## config.mk

```make
export PLATFORM = sky130hd
export DESIGN_NAME = status_uplink
export DESIGN_NICKNAME = d
export VERILOG_FILES = /design/src/rtl/status_uplink.sv
export SDC_FILE = /design/constraint.sdc
export NUM_CORES = 1
export LEC_CHECK = 0
export CAP_MARGIN = 20
export CORE_MARGIN = 8
export CORE_UTILIZATION = 49
export CTS_CLUSTER_DIAMETER = 60
export CTS_CLUSTER_SIZE = 16
export DETAILED_ROUTE_END_ITERATION = 7
export GPL_TIMING_DRIVEN = 0
export PLACE_DENSITY = 0.67
export SLEW_MARGIN = 20
export SYNTH_ARGS = -nofsm -noshare
export SYNTH_HDL_FRONTEND = slang
export SYNTH_SLANG_ARGS = --single-unit
```

## constraint.sdc

```tcl
create_clock -name clk -period 6.57 [get_ports clk]
set_input_delay 1.314 -clock clk [delete_from_list [all_inputs] [get_ports clk]]
set_output_delay 1.314 -clock clk [all_outputs]
set_load 0.005 [all_outputs]
```

## src/rtl/status_uplink.sv

```systemverilog
// status_uplink: periodic / on-demand status frame transmitter for the
// FT245 TX side. Snapshots sample FIFO state and event counters, then
// streams a fixed frame byte-by-byte over a valid/ready handshake.
// Optional feature macro: UPLINK_CHECKSUM_EN appends a byte-7 XOR checksum;
// without it the frame is 7 bytes and no checksum logic is built.

module status_uplink #(
    parameter int REPORT_PERIOD = 1280000,
    parameter int LEVEL_WIDTH   = 11
) (
    input  logic                   clk,
    input  logic                   rst,
    input  logic [LEVEL_WIDTH-1:0] fifo_level,
    input  logic                   fifo_empty,
    input  logic                   fifo_full,
    input  logic                   read_sample,
    input  logic                   rx_valid_si,
    input  logic                   req,
    output logic [7:0]             tx_data_si,
    output logic                   tx_valid_si,
    input  logic                   tx_ready_si,
    output logic                   busy
);

    typedef enum logic [1:0] {
        IDLE,
        LOAD,
        SEND
    } state_t;

    localparam logic [31:0] PERIOD_LAST = 32'(REPORT_PERIOD - 1);

`ifdef UPLINK_CHECKSUM_EN
    localparam int          NBYTES   = 8;
    localparam logic [2:0]  LAST_IDX = 3'd7;
`else
    localparam int          NBYTES   = 7;
    localparam logic [2:0]  LAST_IDX = 3'd6;
`endif

    state_t      state;
    logic [31:0] period_cnt;
    logic        pending;
    logic [7:0]  seq;
    logic [7:0]  ur_cnt;
    logic [7:0]  ov_cnt;
    logic        ur_seen;
    logic        ov_seen;
    logic [2:0]  idx;
    logic [7:0]  frame [NBYTES];
    logic [7:0]  snap  [NBYTES];
    logic [15:0] level_ext;
    logic        ur_ev;
    logic        ov_ev;
    logic        period_wrap;
    logic        trigger;

    assign ur_ev       = read_sample & fifo_empty;
    assign ov_ev       = rx_valid_si & fifo_full;
    assign period_wrap = (period_cnt == PERIOD_LAST);
    assign trigger     = req | period_wrap;

    // Frame contents as they would be captured if this were the LOAD cycle
    always_comb begin
        level_ext = 16'(fifo_level);
        snap[0]   = 8'hA5;
        snap[1]   = seq;
        snap[2]   = level_ext[15:8];
        snap[3]   = level_ext[7:0];
        snap[4]   = {4'b0000, ov_seen, ur_seen, fifo_full, fifo_empty};
        snap[5]   = ur_cnt;
        snap[6]   = ov_cnt;
`ifdef UPLINK_CHECKSUM_EN
        snap[7]   = seq ^ level_ext[15:8] ^ level_ext[7:0] ^
                    {4'b0000, ov_seen, ur_seen, fifo_full, fifo_empty} ^
                    ur_cnt ^ ov_cnt;
`endif
    end

    // Free-running report period counter
    always_ff @(posedge clk or posedge rst) begin
        if (rst) begin
            period_cnt <= '0;
        end else if (period_wrap) begin
            period_cnt <= '0;
        end else begin
            period_cnt <= period_cnt + 32'd1;
        end
    end

    // Single-entry report queue; a trigger during LOAD re-arms it
    always_ff @(posedge clk or posedge rst) begin
        if (rst) begin
            pending <= 1'b0;
        end else begin
            pending <= trigger | (pending & (state != LOAD));
        end
    end

    // Saturating event counters and sticky flags, restarted at each snapshot
    always_ff @(posedge clk or posedge rst) begin
        if (rst) begin
            ur_cnt  <= '0;
            ov_cnt  <= '0;
            ur_seen <= 1'b0;
            ov_seen <= 1'b0;
        end else if (state == LOAD) begin
            ur_cnt  <= {7'd0, ur_ev};
            ov_cnt  <= {7'd0, ov_ev};
            ur_seen <= ur_ev;
            ov_seen <= ov_ev;
        end else begin
            if (ur_ev && ur_cnt != 8'hFF) begin
                ur_cnt <= ur_cnt + 8'd1;
            end
            if (ov_ev && ov_cnt != 8'hFF) begin
                ov_cnt <= ov_cnt + 8'd1;
            end
            ur_seen <= ur_seen | ur_ev;
            ov_seen <= ov_seen | ov_ev;
        end
    end

    // Frame sequencer: capture snapshot, then stream bytes with registered outputs
    always_ff @(posedge clk or posedge rst) begin
        if (rst) begin
            state       <= IDLE;
            idx         <= '0;
            seq         <= '0;
            tx_data_si  <= '0;
            tx_valid_si <= 1'b0;
            busy        <= 1'b0;
            for (int i = 0; i < NBYTES; i++) begin
                frame[i] <= '0;
            end
        end else begin
            case (state)
                IDLE: begin
                    if (pending || trigger) begin
                        state <= LOAD;
                        busy  <= 1'b1;
                    end
                end
                LOAD: begin
                    for (int i = 0; i < NBYTES; i++) begin
                        frame[i] <= snap[i];
                    end
                    idx         <= '0;
                    tx_data_si  <= snap[0];
                    tx_valid_si <= 1'b1;
                    state       <= SEND;
                end
                SEND: begin
                    if (tx_ready_si) begin
                        if (idx == LAST_IDX) begin
                            state       <= IDLE;
                            tx_valid_si <= 1'b0;
                            tx_data_si  <= '0;
                            busy        <= 1'b0;
                            seq         <= seq + 8'd1;
                        end else begin
                            idx        <= idx + 3'd1;
                            tx_data_si <= frame[idx + 3'd1];
                        end
                    end
                end
                default: begin
                    state       <= IDLE;
                    tx_valid_si <= 1'b0;
                    busy        <= 1'b0;
                end
            endcase
        end
    end

endmodule

```

==> results of run 1 <==
flip-flops by register name, indices dropped and copies added, names as in the netlist:
name and flops:
busy 1, frame 40, idx 3, ov_cnt 8, ov_seen 1, pending 1, period_cnt 32, seq 8
state 2, tx_data_si 8, tx_valid_si 1, ur_cnt 8, ur_seen 1
worst max-delay path by stage:
stage | depth (start not counted) | end | startpoint | slack (ns)
floorplan | 1 | busy | rst | 2.24
global placement | 2 | seq[3] | rst | 0.64
detailed placement | 5 | tx_data_si[7] | tx_ready_si | 3.50
CTS | 8 | tx_data_si[7] | idx[0] | 3.75
global route | 8 | tx_data_si[7] | idx[0] | 3.48
finish | 8 | tx_data_si[7] | idx[0] | 3.66
per-stage QoR:
step           hold slack, ns  cells
5_1_grt                 0.494    738
6_report                0.474    738
3_3_place_gp            0.453    705
3_5_place_dp            0.459    706
4_1_cts                 0.472    738
2_1_floorplan           0.435    537
routing by layer:
| layer | vias to the layer above | routed length, um | track usage |
|---|---|---|---|
| met2 | 98 | 5550 | 0.270 |
| met3 | 17 | 535 | 0.0460 |
| met1 | 2049 | 5630 | 0.235 |
| met5 | - | 0 | 0 |
| li1 | 1990 | - | - |
| met4 | 0 | 143 | 0.0687 |
Yosys cell counts, drive strengths merged (5+ instances only):
cell type	n	area [um2]
nand2	139	522
dfrtp	114	2850
xnor2	30	263
nand3	27	148
nor2	27	101
nand4	17	106
o21ai	16	80.1
clkbuf	15	56.3
a21oi	10	50.1
mux2i	9	90.1
nor4	9	62.6
a31oi	8	50.1
buf	8	37.5
inv	8	30.0
mux2	8	90.1
nor3	8	45.0
xor2	8	70.1
nor2b	7	43.8
a221oi	6	52.6
and3	6	37.5
ha	6	75.1
and4	5	43.8
o2bb2ai	5	43.8
cell families (layout without fill, tap and decap cells):
family	Yosys count	count (layout)	share of synthesized area
AO/OA/AOI/OAI	76	76	0.102
XOR/XNOR	38	38	0.0630
multiplexers	17	17	0.0341
AND/OR/NAND/NOR	255	255	0.224
adder cells (fa/ha/maj)	6	6	0.0142
flip-flops	114	114	0.540
buffers and inverters	31	92	0.0234
worst min-delay path: cells and delay by family, from the launching register on:
family,cells,cell delay (ns)
simple gates,2,0.10
flops,1,0.34
layout make-up:
cell class,count,area [um2],share of cell area
sequential,114,2850,0.453
multi-input combinational,392,2310,0.366
clock buffer,27,502,0.0796
timing repair buffer,29,308,0.0489
tap,140,175,0.0278
buffer,23,93.8,0.0149
inverter,8,35.0,0.00556
clock inverter,5,25.0,0.00397
report_power, final:
group          switching (mW)  total (mW)  internal, mW
clock                   0.303       0.813         0.510
combinational           0.394       0.662         0.268
sequential              0.106       0.944         0.838
total                   0.803        2.42          1.62
==> Implementation_results.wiki, run 1 <==
{| class="wikitable"
! Metric !! Value
|-
| HPWL after detailed placement || about 8000 um
|-
| Antenna violations before repair || 0
|-
| Min-Delay Path Depth || 2
|-
| Hold Vio Cnt, Final || 0
|-
| Data arrival, critical path || 3.29 ns
|-
| Mean cell area of the mapped netlist || ~10 um2
|-
| Antenna Diode Count || 0
|-
| Number of buffers created by CTS || 17
|-
| Final #Nets || about 600
|-
| Delay of the slowest cell on the worst path || slightly below 0.4 ns
|-
| Crit path cell chain || clkbuf_1 -> inv_1 -> ha_1 -> clkbuf_1 -> buf_2 -> nor2b_1 -> a221oi_1 -> o32ai_1
|-
| Total routed wirelength || between 10000 and 15000 um
|-
| Smallest setup slack after layout || 3.66 ns
|-
| Most common library cell in the layout ignoring fill and taps || nand2_1
|-
| Number of nets with antenna violations after detailed routing || 0
|-
| Req. time, crit path || about 7.0 ns
|-
| Final weighted congestion of routability-driven global placement || ~0.89
|-
| Clk_lat worst skew || 0.53 ns
|-
| Post-CTS clock slew at the launch and capture registers of the worst setup and hold paths || 0.05 ns
|-
| Htree depth || 4
|-
| Dominant delay contributor by cell family on the critical path || buffers and inverters
|-
| Fill count || 936
|-
| Total core area || 0.0107 mm2
|-
| Cell variety after synth || 50
|-
| Launching element type of the critical path || flop
|-
| Worst clock skew || between 0.006 and 0.007 ns
|-
| Number of rows in the core area || 38
|-
| Setup repair after global routing missed its margin || false
|-
| Power density over cell area || 384 mW/mm2
|-
| Total Die Area || 0.0144 mm2
|-
| Crit path capture type || flop
|-
| Worst-path maximum fanout || 10
|-
| Vias in the first global route || 4106
|-
| Hold Buf Count CTS || 0
|-
| Wire length of the first global-routing pass || between 20000 and 25000 um
|-
| Average wire length per cell after detail routing || 16.1 um
|-
| Clock sink total || around 110
|-
| Global-route usage over all layers || 0.176
|-
| Via Count || 4154
|-
| Final core area utilization || 0.589
|-
| Number of iterations in the first detailed-routing pass || 4
|-
| Max rail drop VDD || around 240 uV
|-
| Initial cell density of the core || 0.494
|-
| Largest net degree at the start of global routing || a little under 80
|-
| Leak Pwr || approximately 2.9 nW
|-
| Syn Inst Count || ~540
|-
| Total cell area at the placement stage || between 0.005 and 0.006 mm2
|-
| Netlist Area Pre-Place || about 0.0053 mm2
|-
| Hold path startpoint || frame[17]
|-
| Sum of internal, switching and leakage power || between 2 and 2.5 mW
|-
| Clock tree from TritonCTS || built
|-
| Time the worst path needs with I/O delays and setup || 2.91 ns
|-
| Reg2Reg Capture Point || tx_data_si[7]
|-
| GRT Residual Overflow || 0
|-
| Root buffer cell || clkbuf_8
|-
| Per-cell via count in the routed design || ~5.6
|-
| Max Slew Vio Count || 0
|-
| DRC violations left || 0
|-
| Hold path endpoint || frame[17]
|-
| Max Fclk || approximately 340 MHz
|-
| Number of buffer cells added on primary ports || 28
|-
| Die Height || 120 um
|-
| Post-CTS Resized || 0
|-
| Type of the tightest min-delay check || flop to flop
|-
| Cell mode on critical path || clkbuf_1
|-
| Horiz. Die Dim || between 100 and 150 um
|-
| CP Buf/Inv Count || 4
|-
| Number of enable-type register cells in the synthesized netlist || 0
|-
| Final total negative setup slack || 0 ns
|-
| Highest-count cells in the layout ignoring fill and taps || 139 x nand2_1, 114 x dfrtp_1, 30 x xnor2_1, 28 x clkdlybuf4s50_1, 27 x nor2_1
|-
| Cell area after layout || 0.00630 mm2
|-
| Number of buffers inserted to repair setup after CTS || 0
|-
| Max Cap Viol || 0
|-
| FF+latch count, synth || approximately 110
|-
| Worst slew margin relative to its limit || 0.427
|-
| Setup CP Type || flop to flop
|-
| Buffers from clock root to sink, at most || 2
|-
| Share of async-settable or async-resettable flops after synthesis || 1.00
|-
| Number of ports placed on the die boundary || 29
|-
| Number of design-rule violations left by the first detailed-router iteration || roughly 330
|-
| Flip-flop cell with the highest count after synthesis || dfrtp_1
|-
| Number of synthesis warnings || 0
|-
| Total nets after synthesis || between 500 and 600
|-
| Transition at the pin with the smallest max-transition slack || about 0.85 ns
|-
| Portion of the clock cycle consumed by the worst path in the final layout || 0.442
|-
| Critical-path cell with the highest stage delay || clkbuf_1
|-
| Number of cells on the worst reg-to-reg path || 8
|-
| Source of the worst register-to-register timing path || idx[0]
|-
| Ratio of cells with drive above 1 in the final layout || 0.0753
|-
| Area Growth Syn to Fin || 19.2%
|-
| Flop-to-flop setup slack || between 3 and 4 ns
|-
| Worst-case setup slack after placement || around 3.5 ns
|-
| Endpoints failing setup || 0
|-
| Status || finished clean
|-
| Part of the Yosys area used for sequential elements || 0.540
|}
Power figures use the tool's default switching activity.
==> run 2, diff against run 1 <==
==> constraint.sdc (replaced) <==
create_clock -name clk -period 2.95 [get_ports clk]
set_input_delay 0.59 -clock clk [delete_from_list [all_inputs] [get_ports clk]]
set_output_delay 0.59 -clock clk [all_outputs]
set_load 0.005 [all_outputs]
==> Implementation_results.wiki, run 2 (synthesis gave the netlist of run 1 again) <==
{| class="wikitable"
! Metric !! Value
|-
| Crit path cell chain || clkbuf_2 -> inv_1 -> ha_1 -> clkbuf_1 -> buf_2 -> nor2b_2 -> a221oi_1 -> o32ai_1 (was clkbuf_1 -> inv_1 -> ha_1 -> clkbuf_1 -> buf_2 -> nor2b_1 -> a221oi_1 -> o32ai_1)
|-
| Registers with the most flip-flops || frame (40), period_cnt (32) (unchanged)
|-
| Time the worst path needs with I/O delays and setup || 2.64 ns (was 2.91 ns)
|-
| Final weighted congestion of routability-driven global placement || 0.870 (was 0.894)
|-
| HPWL after detailed placement || 8320 um (was 8070 um)
|-
| Number of buffer cells added on primary ports || 28 (unchanged)
|-
| Average wire length per cell after detail routing || 16.2 um (was 16.1 um)
|-
| Register bank with the most flops || frame (unchanged)
|-
| Final core area utilization || 0.598 (was 0.589)
|-
| DRC violations left || 0 (unchanged)
|-
| Transition at the pin with the smallest max-transition slack || 0.831 ns (was 0.852 ns)
|-
| Clock sink total || 114 (unchanged)
|-
| Number of buffers created by CTS || 17 (unchanged)
|-
| Setup repair after global routing missed its margin || false (unchanged)
|-
| Number of design-rule violations left by the first detailed-router iteration || 337 (was 332)
|-
| Wire length of the first global-routing pass || 20900 um (was 20200 um)
|-
| Setup CP Type || flop to flop (unchanged)
|-
| Largest net degree at the start of global routing || 33 (was 78)
|-
| Worst-path maximum fanout || 10 (unchanged)
|-
| Max Slew Vio Count || 0 (unchanged)
|-
| Data arrival, critical path || 3.03 ns (was 3.29 ns)
|-
| Final total negative setup slack || 0 ns (unchanged)
|-
| GRT Residual Overflow || 0 (unchanged)
|-
| Post-CTS clock slew at the launch and capture registers of the worst setup and hold paths || 0.06 ns (was 0.05 ns)
|-
| Die Height || 120 um (unchanged)
|-
| Vias in the first global route || 4211 (was 4106)
|-
| Leak Pwr || 2.88 nW (was 2.85 nW)
|-
| Max FFs per register || 40 (unchanged)
|-
| Number of iterations in the first detailed-routing pass || 5 (was 4)
|-
| Type of the tightest min-delay check || flop to flop (unchanged)
|-
| Number of nets with antenna violations after detailed routing || 0 (unchanged)
|-
| Htree depth || 4 (unchanged)
|-
| Dominant delay contributor by cell family on the critical path || buffers and inverters (unchanged)
|-
| Launching element type of the critical path || flop (unchanged)
|-
| Crit path capture type || flop (unchanged)
|-
| Max rail drop VDD || 469 uV (was 244 uV)
|-
| Number of ports placed on the die boundary || 29 (unchanged)
|-
| Ratio of cells with drive above 1 in the final layout || 0.0850 (was 0.0753)
|-
| Worst slew margin relative to its limit || 0.442 (was 0.427)
|-
| Total routed wirelength || 12000 um (was 11900 um)
|-
| Endpoints failing setup || 0 (unchanged)
|-
| Buffers from clock root to sink, at most || 2 (unchanged)
|-
| Per-cell via count in the routed design || 5.64 (was 5.63)
|-
| Horiz. Die Dim || 120 um (unchanged)
|-
| Most common library cell in the layout ignoring fill and taps || nand2_1 (unchanged)
|-
| Via Count || 4174 (was 4154)
|-
| Total Die Area || 0.0144 mm2 (unchanged)
|-
| Area Growth Syn to Fin || 21.0% (was 19.2%)
|-
| Req. time, crit path || 3.34 ns (was 6.95 ns)
|-
| Antenna Diode Count || 0 (unchanged)
|-
| Root buffer cell || clkbuf_8 (unchanged)
|-
| CP Buf/Inv Count || 4 (unchanged)
|-
| Hold Vio Cnt, Final || 0 (unchanged)
|-
| Delay of the slowest cell on the worst path || 0.42 ns (was 0.39 ns)
|-
| Clock tree from TritonCTS || built (unchanged)
|-
| Initial cell density of the core || 0.494 (unchanged)
|-
| Total core area || 0.0107 mm2 (unchanged)
|-
| Highest-count cells in the layout ignoring fill and taps || 139 x nand2_1, 114 x dfrtp_1, 30 x xnor2_1, 28 x clkdlybuf4s50_1, 27 x nor2_1 (unchanged)
|-
| Sum of internal, switching and leakage power || 5.62 mW (was 2.42 mW)
|-
| Critical-path cell with the highest stage delay || a221oi_1 (was clkbuf_1)
|-
| Final #Nets || 612 (was 610)
|-
| Clk_lat worst skew || 0.53 ns (about the same)
|-
| Status || finished clean (unchanged)
|-
| Portion of the clock cycle consumed by the worst path in the final layout || 0.896 (was 0.442)
|-
| Power density over cell area || 879 mW/mm2 (was 384 mW/mm2)
|-
| Max Cap Viol || 0 (unchanged)
|-
| Max Fclk || 379 MHz (was 344 MHz)
|-
| Number of rows in the core area || 38 (unchanged)
|-
| Global-route usage over all layers || 0.183 (was 0.176)
|-
| Worst clock skew || 0.00846 ns (was 0.00688 ns)
|-
| Antenna violations before repair || 0 (unchanged)
|}
run 2: cell types whose count changed in the layout (fill, tap and decap cells not counted), sizes merged:
| cell | delta |
|---|---|
| buf | +2 |
| bufinv | +3 |
| clkbuf | -5 |
| clkinv | -1 |
| clkinvlp | +4 |
| inv | -1 |
run 2: path summary, 6_finish.rpt:
check                               start             to  slack, ns  cells past startpoint
worst max-delay path               idx[0]  tx_data_si[7]       0.31                      8
worst min-delay path            frame[18]      frame[18]       0.47                      2
worst max register to register     idx[0]  tx_data_si[7]       0.31                      8
worst min register to register  frame[18]      frame[18]       0.47                      2
max in group asynchronous             rst       frame[8]       1.61                      4
min in group asynchronous             rst         seq[7]       0.53                      2
run 2: per-layer routing:
layer,up-vias,wire length [um],share of wire,GRT usage
met5,-,0,0,0
met4,0,129,0.011,0.0773
met3,16,511,0.043,0.0470
met2,88,5690,0.47,0.276
met1,2079,5680,0.47,0.247
li1,1991,-,-,-
run 2: worst reg2reg max path, stage by stage (launching register included):
cell	delay (ns)
dfrtp_1	0.38
clkbuf_2	0.24
inv_1	0.18
ha_1	0.31
clkbuf_1	0.33
buf_2	0.38
nor2b_2	0.15
a221oi_1	0.42
o32ai_1	0.13
run 2: cell type report:
cell class	count	area, um2
Fill cell	890	4300
Sequential cell	114	2850
Multi-Input combinational cell	392	2310
Clock buffer	22	453
Timing Repair Buffer	31	340
Tap cell	140	175
Clock inverter	10	133
Buffer	23	95.1
Inverter	8	33.8
run 2: where the power goes:
group / switching (mW) / internal, mW / leakage (nW)
logic: 0.874 / 0.604 / 1.10
clock network: 0.707 / 1.32 / 0.281
registers: 0.248 / 1.87 / 1.50
total: 1.83 / 3.79 / 2.88
run 2: stage by stage:
step	cell area (um2)	cells	worst slack, ns	hold WS (ns)
floorplan	5290	537	0.706	0.435
global placement	5740	705	-0.117	0.457
detailed placement	5800	708	0.0928	0.457
CTS	6390	740	0.0951	0.470
global route	6390	740	0.168	0.483
finish	6390	740	0.308	0.467
run 2: repair_timing:
item / 4_1_cts / 5_1_grt
buffers inserted: 0 / 0
hold endpoints to repair: 0 / 0
resized for setup: 0 / 3
hold buffers: 0 / 0
endpoints found under the setup margin: 0 / 8
==> run 3, diff against run 2 <==
--- a/config.mk
+++ b/config.mk
@@ -6,13 +6,13 @@
 export NUM_CORES = 1
 export LEC_CHECK = 0
 export CAP_MARGIN = 20
-export CORE_MARGIN = 8
-export CORE_UTILIZATION = 49
+export CORE_MARGIN = 5
+export CORE_UTILIZATION = 35
 export CTS_CLUSTER_DIAMETER = 60
 export CTS_CLUSTER_SIZE = 16
 export DETAILED_ROUTE_END_ITERATION = 7
 export GPL_TIMING_DRIVEN = 0
-export PLACE_DENSITY = 0.67
+export PLACE_DENSITY = 0.51
 export SLEW_MARGIN = 20
 export SYNTH_ARGS = -nofsm -noshare
 export SYNTH_HDL_FRONTEND = slang
==> Implementation_results.wiki, run 3 (synthesis gave the netlist of run 1 again) <==
{| class="wikitable"
! Metric !! Value
|-
| Fill count || 1425 (was 890)
|-
| Status || finished clean (unchanged)
|-
| Ratio of cells with drive above 1 in the final layout || 0.0850 (unchanged)
|-
| Number of rows in the core area || 45 (was 38)
|-
| Setup repair after global routing missed its margin || false (unchanged)
|-
| Max Slew Vio Count || 0 (unchanged)
|-
| Clock sink total || 114 (unchanged)
|-
| Portion of the clock cycle consumed by the worst path in the final layout || 0.897 (was 0.896)
|-
| Source of the worst register-to-register timing path || idx[0] (unchanged)
|-
| Average wire length per cell after detail routing || 16.0 um (was 16.2 um)
|-
| Clk_lat worst skew || 0.41 ns (was 0.53 ns)
|-
| Total routed wirelength || 12600 um (was 12000 um)
|-
| Flop-to-flop setup slack || 0.30 ns (was 0.31 ns)
|-
| Via Count || 4068 (was 4174)
|-
| WL met2 || 5480 um (was 5690 um)
|-
| Time the worst path needs with I/O delays and setup || 2.65 ns (was 2.64 ns)
|-
| Number of cells on the worst reg-to-reg path || 8 (unchanged)
|-
| Worst clock skew || 0.00734 ns (was 0.00846 ns)
|-
| Die Height || 133 um (was 120 um)
|-
| Wire length of the first global-routing pass || 21700 um (was 20900 um)
|-
| Number of buffers created by CTS || 17 (unchanged)
|-
| Max Cap Viol || 0 (unchanged)
|-
| Routed length on met1 || 6460 um (was 5680 um)
|-
| Total met3 wirelength after detailed routing || 461 um (was 511 um)
|-
| Post-CTS Resized || 0 (unchanged)
|-
| Max Fclk || 378 MHz (was 379 MHz)
|-
| Horiz. Die Dim || 133 um (was 120 um)
|-
| Data arrival, critical path || 2.92 ns (was 3.03 ns)
|-
| Critical-path cell with the highest stage delay || mux2_2 (was a221oi_1)
|-
| DRC violations left || 0 (unchanged)
|-
| Power density over cell area || 926 mW/mm2 (was 879 mW/mm2)
|-
| Antenna Diode Count || 0 (unchanged)
|-
| Number of ports placed on the die boundary || 29 (unchanged)
|-
| Root buffer cell || clkbuf_16 (was clkbuf_8)
|-
| Number of nets with antenna violations after detailed routing || 0 (unchanged)
|-
| Hold Vio Cnt, Final || 0 (unchanged)
|-
| Reg2Reg Capture Point || tx_data_si[5] (was tx_data_si[7])
|-
| Type of the tightest min-delay check || flop to flop (unchanged)
|-
| Number of design-rule violations left by the first detailed-router iteration || 253 (was 337)
|-
| Vias in the first global route || 4176 (was 4211)
|-
| Clock tree from TritonCTS || built (unchanged)
|-
| Max rail drop VDD || 477 uV (was 469 uV)
|-
| Largest net degree at the start of global routing || 33 (unchanged)
|-
| Highest-count cells in the layout ignoring fill and taps || 139 x nand2_1, 114 x dfrtp_1, 30 x xnor2_1, 28 x clkdlybuf4s50_1, 27 x nor2_1 (unchanged)
|-
| Highest layer used for signal routing || met4 (unchanged)
|-
| HPWL after detailed placement || 8760 um (was 8320 um)
|-
| Dominant delay contributor by cell family on the critical path || buffers and inverters (unchanged)
|-
| Buffers from clock root to sink, at most || 2 (unchanged)
|-
| Per-cell via count in the routed design || 5.16 (was 5.64)
|-
| Worst-case setup slack after placement || 0.0973 ns (was 0.0928 ns)
|-
| GRT Residual Overflow || 0 (unchanged)
|-
| Worst slew margin relative to its limit || 0.416 (was 0.442)
|-
| Htree depth || 4 (unchanged)
|-
| CP Buf/Inv Count || 4 (unchanged)
|-
| Path length in cells of the critical path || 8 (unchanged)
|-
| Initial cell density of the core || 0.352 (was 0.494)
|-
| Max FFs per register || 40 (unchanged)
|-
| Register bank with the most flops || frame (unchanged)
|-
| Launching element type of the critical path || flop (unchanged)
|-
| Delay of the slowest cell on the worst path || 0.39 ns (was 0.42 ns)
|-
| Most common library cell in the layout ignoring fill and taps || nand2_1 (unchanged)
|-
| Number of iterations in the first detailed-routing pass || 4 (was 5)
|-
| Post-CTS clock slew at the launch and capture registers of the worst setup and hold paths || 0.05 ns (was 0.06 ns)
|-
| Transition at the pin with the smallest max-transition slack || 0.868 ns (was 0.831 ns)
|-
| Hold Buf Count CTS || 0 (unchanged)
|-
| Launch point of the worst path || idx[0] (unchanged)
|-
| Crit path capture type || flop (unchanged)
|-
| Crit path cell chain || clkbuf_2 -> inv_1 -> ha_1 -> clkbuf_1 -> buf_2 -> mux2_2 -> a21oi_1 -> o32ai_1 (was clkbuf_2 -> inv_1 -> ha_1 -> clkbuf_1 -> buf_2 -> nor2b_2 -> a221oi_1 -> o32ai_1)
|-
| Registers with the most flip-flops || frame (40), period_cnt (32) (unchanged)
|-
| Antenna violations before repair || 0 (unchanged)
|-
| Number of buffer cells added on primary ports || 28 (unchanged)
|-
| Setup CP Type || flop to flop (unchanged)
|-
| Leak Pwr || 2.94 nW (was 2.88 nW)
|-
| Endpoints failing setup || 0 (unchanged)
|-
| Global-route usage over all layers || 0.154 (was 0.183)
|-
| Final #Nets || 612 (unchanged)
|-
| Final weighted congestion of routability-driven global placement || 0.820 (was 0.870)
|-
| Number of buffers inserted to repair setup after CTS || 0 (unchanged)
|-
| Smallest setup slack after layout || 0.303 ns (was 0.308 ns)
|-
| Total core area || 0.0150 mm2 (was 0.0107 mm2)
|-
| Area Growth Syn to Fin || 24.4% (was 21.0%)
|-
| End point of the critical path || tx_data_si[5] (was tx_data_si[7])
|-
| Final total negative setup slack || 0 ns (unchanged)
|-
| Total Die Area || 0.0177 mm2 (was 0.0144 mm2)
|-
| Worst-path maximum fanout || 10 (unchanged)
|-
| Req. time, crit path || 3.22 ns (was 3.34 ns)
|}
run 3: changes by cell type in the layout (fill, tap and decap cells not counted), sizes merged:
cell	before	now
bufinv	3	7
clkinv	4	1
clkinvlp	4	2
clkbuf	37	38
run 3: metal layers:
metal / vias to the layer above / GRT usage
met5: - / 0
met4: 0 / 0.0543
met3: 16 / 0.0433
li1: 1994 / -
met2: 57 / 0.220
met1: 2001 / 0.224
run 3: final cells by class:
cell class	count	area (um2)	area share
Buffer	23	95.1	0.0145
Inverter	8	33.8	0.00514
Clock buffer	23	488	0.0742
Multi-Input combinational cell	392	2310	0.351
Clock inverter	9	223	0.0339
Sequential cell	114	2850	0.434
Tap cell	188	235	0.0358
Timing Repair Buffer	31	340	0.0518
run 3: worst min path at each step:
stage | slack [ns] | from | cells past startpoint | endpoint
3_3_place_gp | 0.46 | frame[47] | 2 | frame[47]
5_1_grt | 0.50 | frame[16] | 2 | frame[16]
4_1_cts | 0.47 | period_cnt[10] | 1 | period_cnt[10]
3_5_place_dp | 0.46 | frame[16] | 2 | frame[16]
2_1_floorplan | 0.44 | frame[48] | 1 | frame[48]
6_report | 0.47 | period_cnt[10] | 1 | period_cnt[10]
run 3: power breakdown:
group,leakage [nW],internal [mW],switching (mW)
Combinational,1.10,0.604,0.894
Sequential,1.50,1.87,0.245
Clock,0.344,1.76,0.721
Total,2.94,4.23,1.86
run 3: metrics by stage:
step | hold WS, ns | instances | power, mW | instance area [um2] | utilization
after floorplan | 0.435 | 537 | 3.05 | 5290 | -
after global placement | 0.456 | 753 | 3.61 | 5800 | 0.386
after detailed placement | 0.462 | 756 | 3.64 | 5860 | 0.390
after CTS | 0.474 | 788 | 6.15 | 6580 | 0.437
after global routing | 0.497 | 788 | 6.45 | 6580 | 0.437
final | 0.469 | 788 | 6.09 | 6580 | 0.437
run 3: worst reg2reg max path, cell delays in order, from the launching register on:
cell,delay (ns)
dfrtp_1,0.37
clkbuf_2,0.24
inv_1,0.15
ha_1,0.30
clkbuf_1,0.35
buf_2,0.38
mux2_2,0.39
a21oi_1,0.20
o32ai_1,0.12
==> RTL edit 1: new RTL, config.mk and constraints of run 2 <==
Build with the macro `UPLINK_CHECKSUM_EN` defined.
--- a/src/rtl/status_uplink.sv
+++ b/src/rtl/status_uplink.sv
@@ -5,2 +5,4 @@
 // without it the frame is 7 bytes and no checksum logic is built.
+
+`define UPLINK_CHECKSUM_EN
 
Formal check against the unedited RTL: not equivalent (a bounded check fails within 10 cycles, from zero or initial values and one cycle with rst high).
==> RTL edit 1 against run 2 <==
  * Critical path depth is 1 lower
  * Setup slack better by 630 ps
  * Global-route usage increased by 0.48 points
  * Final cell count increased by 9.9%
  * Sequential cell count grew 8
  * Via count rose by 10%
  * Maximum frequency up 31%
  * Sequential power up 9%
  * Total power increased by 5.1%
  * Synthesized cell count is 13% higher
  * Wire length increased by 19%
  * Area after synthesis grew 14%
  * Cell area rose by 10%
  * Highest routed layer unchanged
==> RTL edit 1: results (changes against run 2) <==
| Metric | Value |
|---|---|
| Total nets after synthesis | 630 (+12%) |
| Outcome | complete, no violations |
| Multi-input combinational area share | 0.3934 (+0.03192) |
| Remaining max-slew budget at the tightest pin | 0.5750 (+0.1333) |
| Global-route wire length before repair | 23.64 mm (+13%) |
| Seq cells post-synth | 122 (+7.0%) |
| Post-layout utilization of the core | 0.5871 (-0.01058) |
| Total global-route track usage | 0.1881 (+0.004828) |
| Cell Count, Final, Fillers Out | 813 (+9.9%) |
| Number of nets in the finished design | 681 (+11%) |
| Total half-perimeter wirelength after legalization and detailed placement | 10.35 mm (+25%) |
| Main area contributors after synthesis | sky130_fd_sc_hd__dfrtp_1 51%, sky130_fd_sc_hd__nand2_1 9.6%, sky130_fd_sc_hd__xnor2_1 6.9% |
| Fin Clk Skew | 6.319 ps (-2.139 ps) |
| Post-route met1 wirelength | 6.262 mm (+10%) |
| Global-route track usage on met2 | 0.2991 (+0.02312) |
| Final-layout clock buffer total | 25 (+14%) |
| Largest registers in the final layout | frame x48, period_cnt x32 |
| Overall routed net length | 14.33 mm (+19%) |
| Per-instance average area after synthesis | 9.931 um^2 (+0.91%) |
| Clock insertion delay at the later pin of the skew report | 420 ps (-110 ps) |
| Cell at the root of the clock tree | sky130_fd_sc_hd__clkbuf_16 |
| Detailed router's first-iteration violation count | 382 (+13%) |
| GR Util met1 | 0.2336 (-0.01308) |
| Layout cell share with drive strength beyond 1 | 0.1051 (+0.02011) |
| Yosys cell types | 56 (+12%) |
| Share of final layout cell area taken by clock buffers and inverters | 0.07026 (-0.02132) |
| CP max stage cell | sky130_fd_sc_hd__dfrtp_1 |
| Non-clock buffering overhead in the final layout | 0.07044 (+0.002338) |
| Critical path data arrival time | 2300 ps (-730 ps) |
[RTL edit 1: path summary, 6_finish.rpt]
check	startpoint	end	slack, ps	cells after the start
min reg2reg	frame[38]$_DFFE_PP0P_	frame[38]$_DFFE_PP0P_	470	2
max reg2reg	idx[0]$_DFFE_PP0P_	tx_data_si[0]$_DFFE_PP0P_	940	7
min	frame[38]$_DFFE_PP0P_	frame[38]$_DFFE_PP0P_	470	2
max in group asynchronous	rst	frame[34]$_DFFE_PP0P_	1480	5
min in group asynchronous	rst	ov_cnt[0]$_DFFE_PP0P_	550	2
max	idx[0]$_DFFE_PP0P_	tx_data_si[0]$_DFFE_PP0P_	940	7
[RTL edit 1: power by group]
part | total (uW) | internal (uW) | switching (uW) | leakage [uW]
Sequential | 2300 | 2040 | 262 | 0.00160
Clock | 1770 | 1090 | 681 | 0.000247
Combinational | 1840 | 785 | 1050 | 0.00140
Total | 5910 | 3910 | 2000 | 0.00325
==> RTL edit 2: new RTL, flow settings as in run 2 <==
Made on the original files. Encoding of `state_t`: now one-hot (3 bits for 3 states).
--- a/src/rtl/status_uplink.sv
+++ b/src/rtl/status_uplink.sv
@@ -24,6 +24,6 @@
 
-    typedef enum logic [1:0] {
-        IDLE,
-        LOAD,
-        SEND
+    typedef enum logic [2:0] {
+        IDLE = 3'b001,
+        LOAD = 3'b010,
+        SEND = 3'b100
     } state_t;
Check against the original RTL: no difference found for any inputs over 10 cycles, from zero or initial values and one cycle with rst high; not proved beyond that.
==> RTL edit 2 against run 2 <==
  * Area after synthesis increased by 2.0%
  * Total power decreased by 6.2%
  * Sequential cell count increased by 1
  * Wire length increased by 2.8%
  * Critical endpoint is now tx_data_si[2]$_DFFE_PP0P_
  * Setup slack got worse by 14 ps
  * Highest routed layer unchanged
  * First-iteration DRC count increased by 5.9%
  * Cell area increased by 2.1%
  * Non-clock buffer count unchanged
==> RTL edit 2: results (changes against run 2) <==
| Metric | Value |
|---|---|
| Outcome | complete, no violations |
| Clock insertion delay at the later pin of the skew report | 510 ps (-20 ps) |
| Detailed router's first-iteration violation count | 357 (+5.9%) |
| Main area contributors after synthesis | sky130_fd_sc_hd__dfrtp_1 53%, sky130_fd_sc_hd__nand2_1 11%, sky130_fd_sc_hd__xor2_1 3.7% |
| Via count of the first global-routing pass | 4309 (+2.3%) |
| Placed cell areas | 5947 um^2 (+2.5%) |
| Via count normalized by instance count | 5.724 (+1.5%) |
| Critical path data arrival time | 3110 ps (+80 ps) |
| Global-route wire length before repair | 20.95 mm (+0.20%) |
| Number of nets in the finished design | 636 (+3.9%) |
| Average wire per cell in the routed design | 16.22 um (about the same) |
| Synthesized-area fraction occupied by adder cells | 0.01392 (-0.0002834) |
| Routability congestion estimate | 0.8731 (+0.36%) |
| Per-instance average area after synthesis | 9.630 um^2 (-2.2%) |
| Mux contribution to synthesized area | 0.03039 (-0.003696) |
| Proportion of synthesized chip area in sequential cells | 0.5339 (-0.005898) |
| Xor and xnor area share after synthesis | 0.06334 (+0.0003676) |
| Die width | 120.9 um (+0.88%) |
| Total half-perimeter wirelength after legalization and detailed placement | 8.761 mm (+5.3%) |
| Final hold slack | 467.4 ps (+0.5570 ps) |
| Tightest Pin Transition | 1063 ps (+232.6 ps) |
| R2R Path End | tx_data_si[2]$_DFFE_PP0P_ |
| Overall routed net length | 12.35 mm (+2.8%) |
| Worst-case vdd ir drop | 0.0003694 V (-21%) |
| Sw power | 1572 uW (-14%) |
| Cell Area, Synth | 5393 um^2 (+2.0%) |
| Total global-route track usage | 0.1776 (-0.005676) |
| Compound-cell area share of the yosys netlist | 0.09142 (-0.01038) |
| Cell count after placement | 732 (+3.4%) |
| Number of antenna violations at the first check in global routing | 0 (unchanged) |
| Fin Clk Skew | 8.104 ps (-0.3540 ps) |
| Worst min-delay path category | in -> async |
| Filler Cell Count | 901 (+1.2%) |
| Pin count of the biggest net entering global routing | 34 (+3.0%) |
| Dominant synthesized flop cell | sky130_fd_sc_hd__dfrtp_1 |
| Layout Cell Area excl Fill | 6528 um^2 (+2.1%) |
| Maximum fanout count along the critical path | 10 (unchanged) |
| Worst-case setup slack after placement | 394.0 ps (+301.1 ps) |
| Leading cell types by count after synthesis | 151 x sky130_fd_sc_hd__nand2_1, 114 x sky130_fd_sc_hd__dfrtp_1, 31 x sky130_fd_sc_hd__nor2_1 |
| Layout cell share with drive strength beyond 1 | 0.08213 (-0.002874) |
| Number of cells traversed by the worst register-to-register path | 8 (unchanged) |
| Reg with most FFs | frame |
| Yosys cell types | 49 (-2.0%) |
| Total nets after synthesis | 585 (+4.1%) |
| Leakage power | 0.002994 uW (+3.9%) |
| Setup slack of the worst register-to-register path | 290 ps |
-- RTL edit 2: cell types whose count changed in the layout (fill, tap and decap cells not counted), moves of 5 or more --
cell                               run 2  this run
sky130_fd_sc_hd__and4_1                5        11
sky130_fd_sc_hd__xor2_1                8        23
sky130_fd_sc_hd__nand2_1             139       151
sky130_fd_sc_hd__mux2i_1               9         4
sky130_fd_sc_hd__nor3_1                7        13
sky130_fd_sc_hd__o2bb2ai_1             5         0
sky130_fd_sc_hd__xnor2_1              30        16
-- RTL edit 2: critical path, cell delays in order, from the launching register on --
cell,delay [ps]
sky130_fd_sc_hd__dfrtp_1,440
sky130_fd_sc_hd__inv_1,150
sky130_fd_sc_hd__ha_1,300
sky130_fd_sc_hd__buf_2,230
sky130_fd_sc_hd__buf_1,510
sky130_fd_sc_hd__nand3_1,230
sky130_fd_sc_hd__and2_1,230
sky130_fd_sc_hd__a311oi_1,300
sky130_fd_sc_hd__o22a_1,200
-- RTL edit 2: cells by family after synthesis --
family	after synthesis
flops	115
compound gates	74
buf+inv	30
mux	15
xor+xnor	39
fa+ha+maj	6
simple gates	281
-- RTL edit 2: layer usage --
layer,up-vias,routed length (um),global-route usage
li1,2068,-,-
met1,2138,5884,0.2409
met2,134,5535,0.2663
met3,16,734,0.04979
met4,0,190,0.06323
met5,-,0,0
-- RTL edit 2: cell type report --
class / instances / area share
Inverter: 8 / 0.005175
Clock inverter: 5 / 0.01533
Clock buffer: 24 / 0.07361
Sequential cell: 115 / 0.4411
Multi-Input combinational cell: 415 / 0.3671
Timing Repair Buffer: 32 / 0.05750
Buffer: 22 / 0.01342
Tap cell: 140 / 0.02684
-- RTL edit 2: worst max path at each step --
stage	startpoint	to	slack [ps]
floorplan	idx[0]$_DFFE_PP0P_	tx_data_si[1]$_DFFE_PP0P_	880
global placement	rst	period_cnt[23]$_DFF_PP0_	-130
detailed placement	idx[0]$_DFFE_PP0P_	tx_data_si[2]$_DFFE_PP0P_	390
CTS	state[0]$_DFFE_PP1P_	frame[6]$_DFFE_PP0P_	380
global route	idx[0]$_DFFE_PP0P_	tx_data_si[2]$_DFFE_PP0P_	130
finish	idx[0]$_DFFE_PP0P_	tx_data_si[2]$_DFFE_PP0P_	290
-- RTL edit 2: power by group through the flow --
stage          registers [uW]  clock network, uW  logic, uW
2_1_floorplan            2030                  0        814
3_3_place_gp             2090                  0       1140
3_5_place_dp             2090                  0       1180
4_1_cts                  2060               2040       1190
5_1_grt                  2100               2120       1330
6_report                 2070               2020       1190
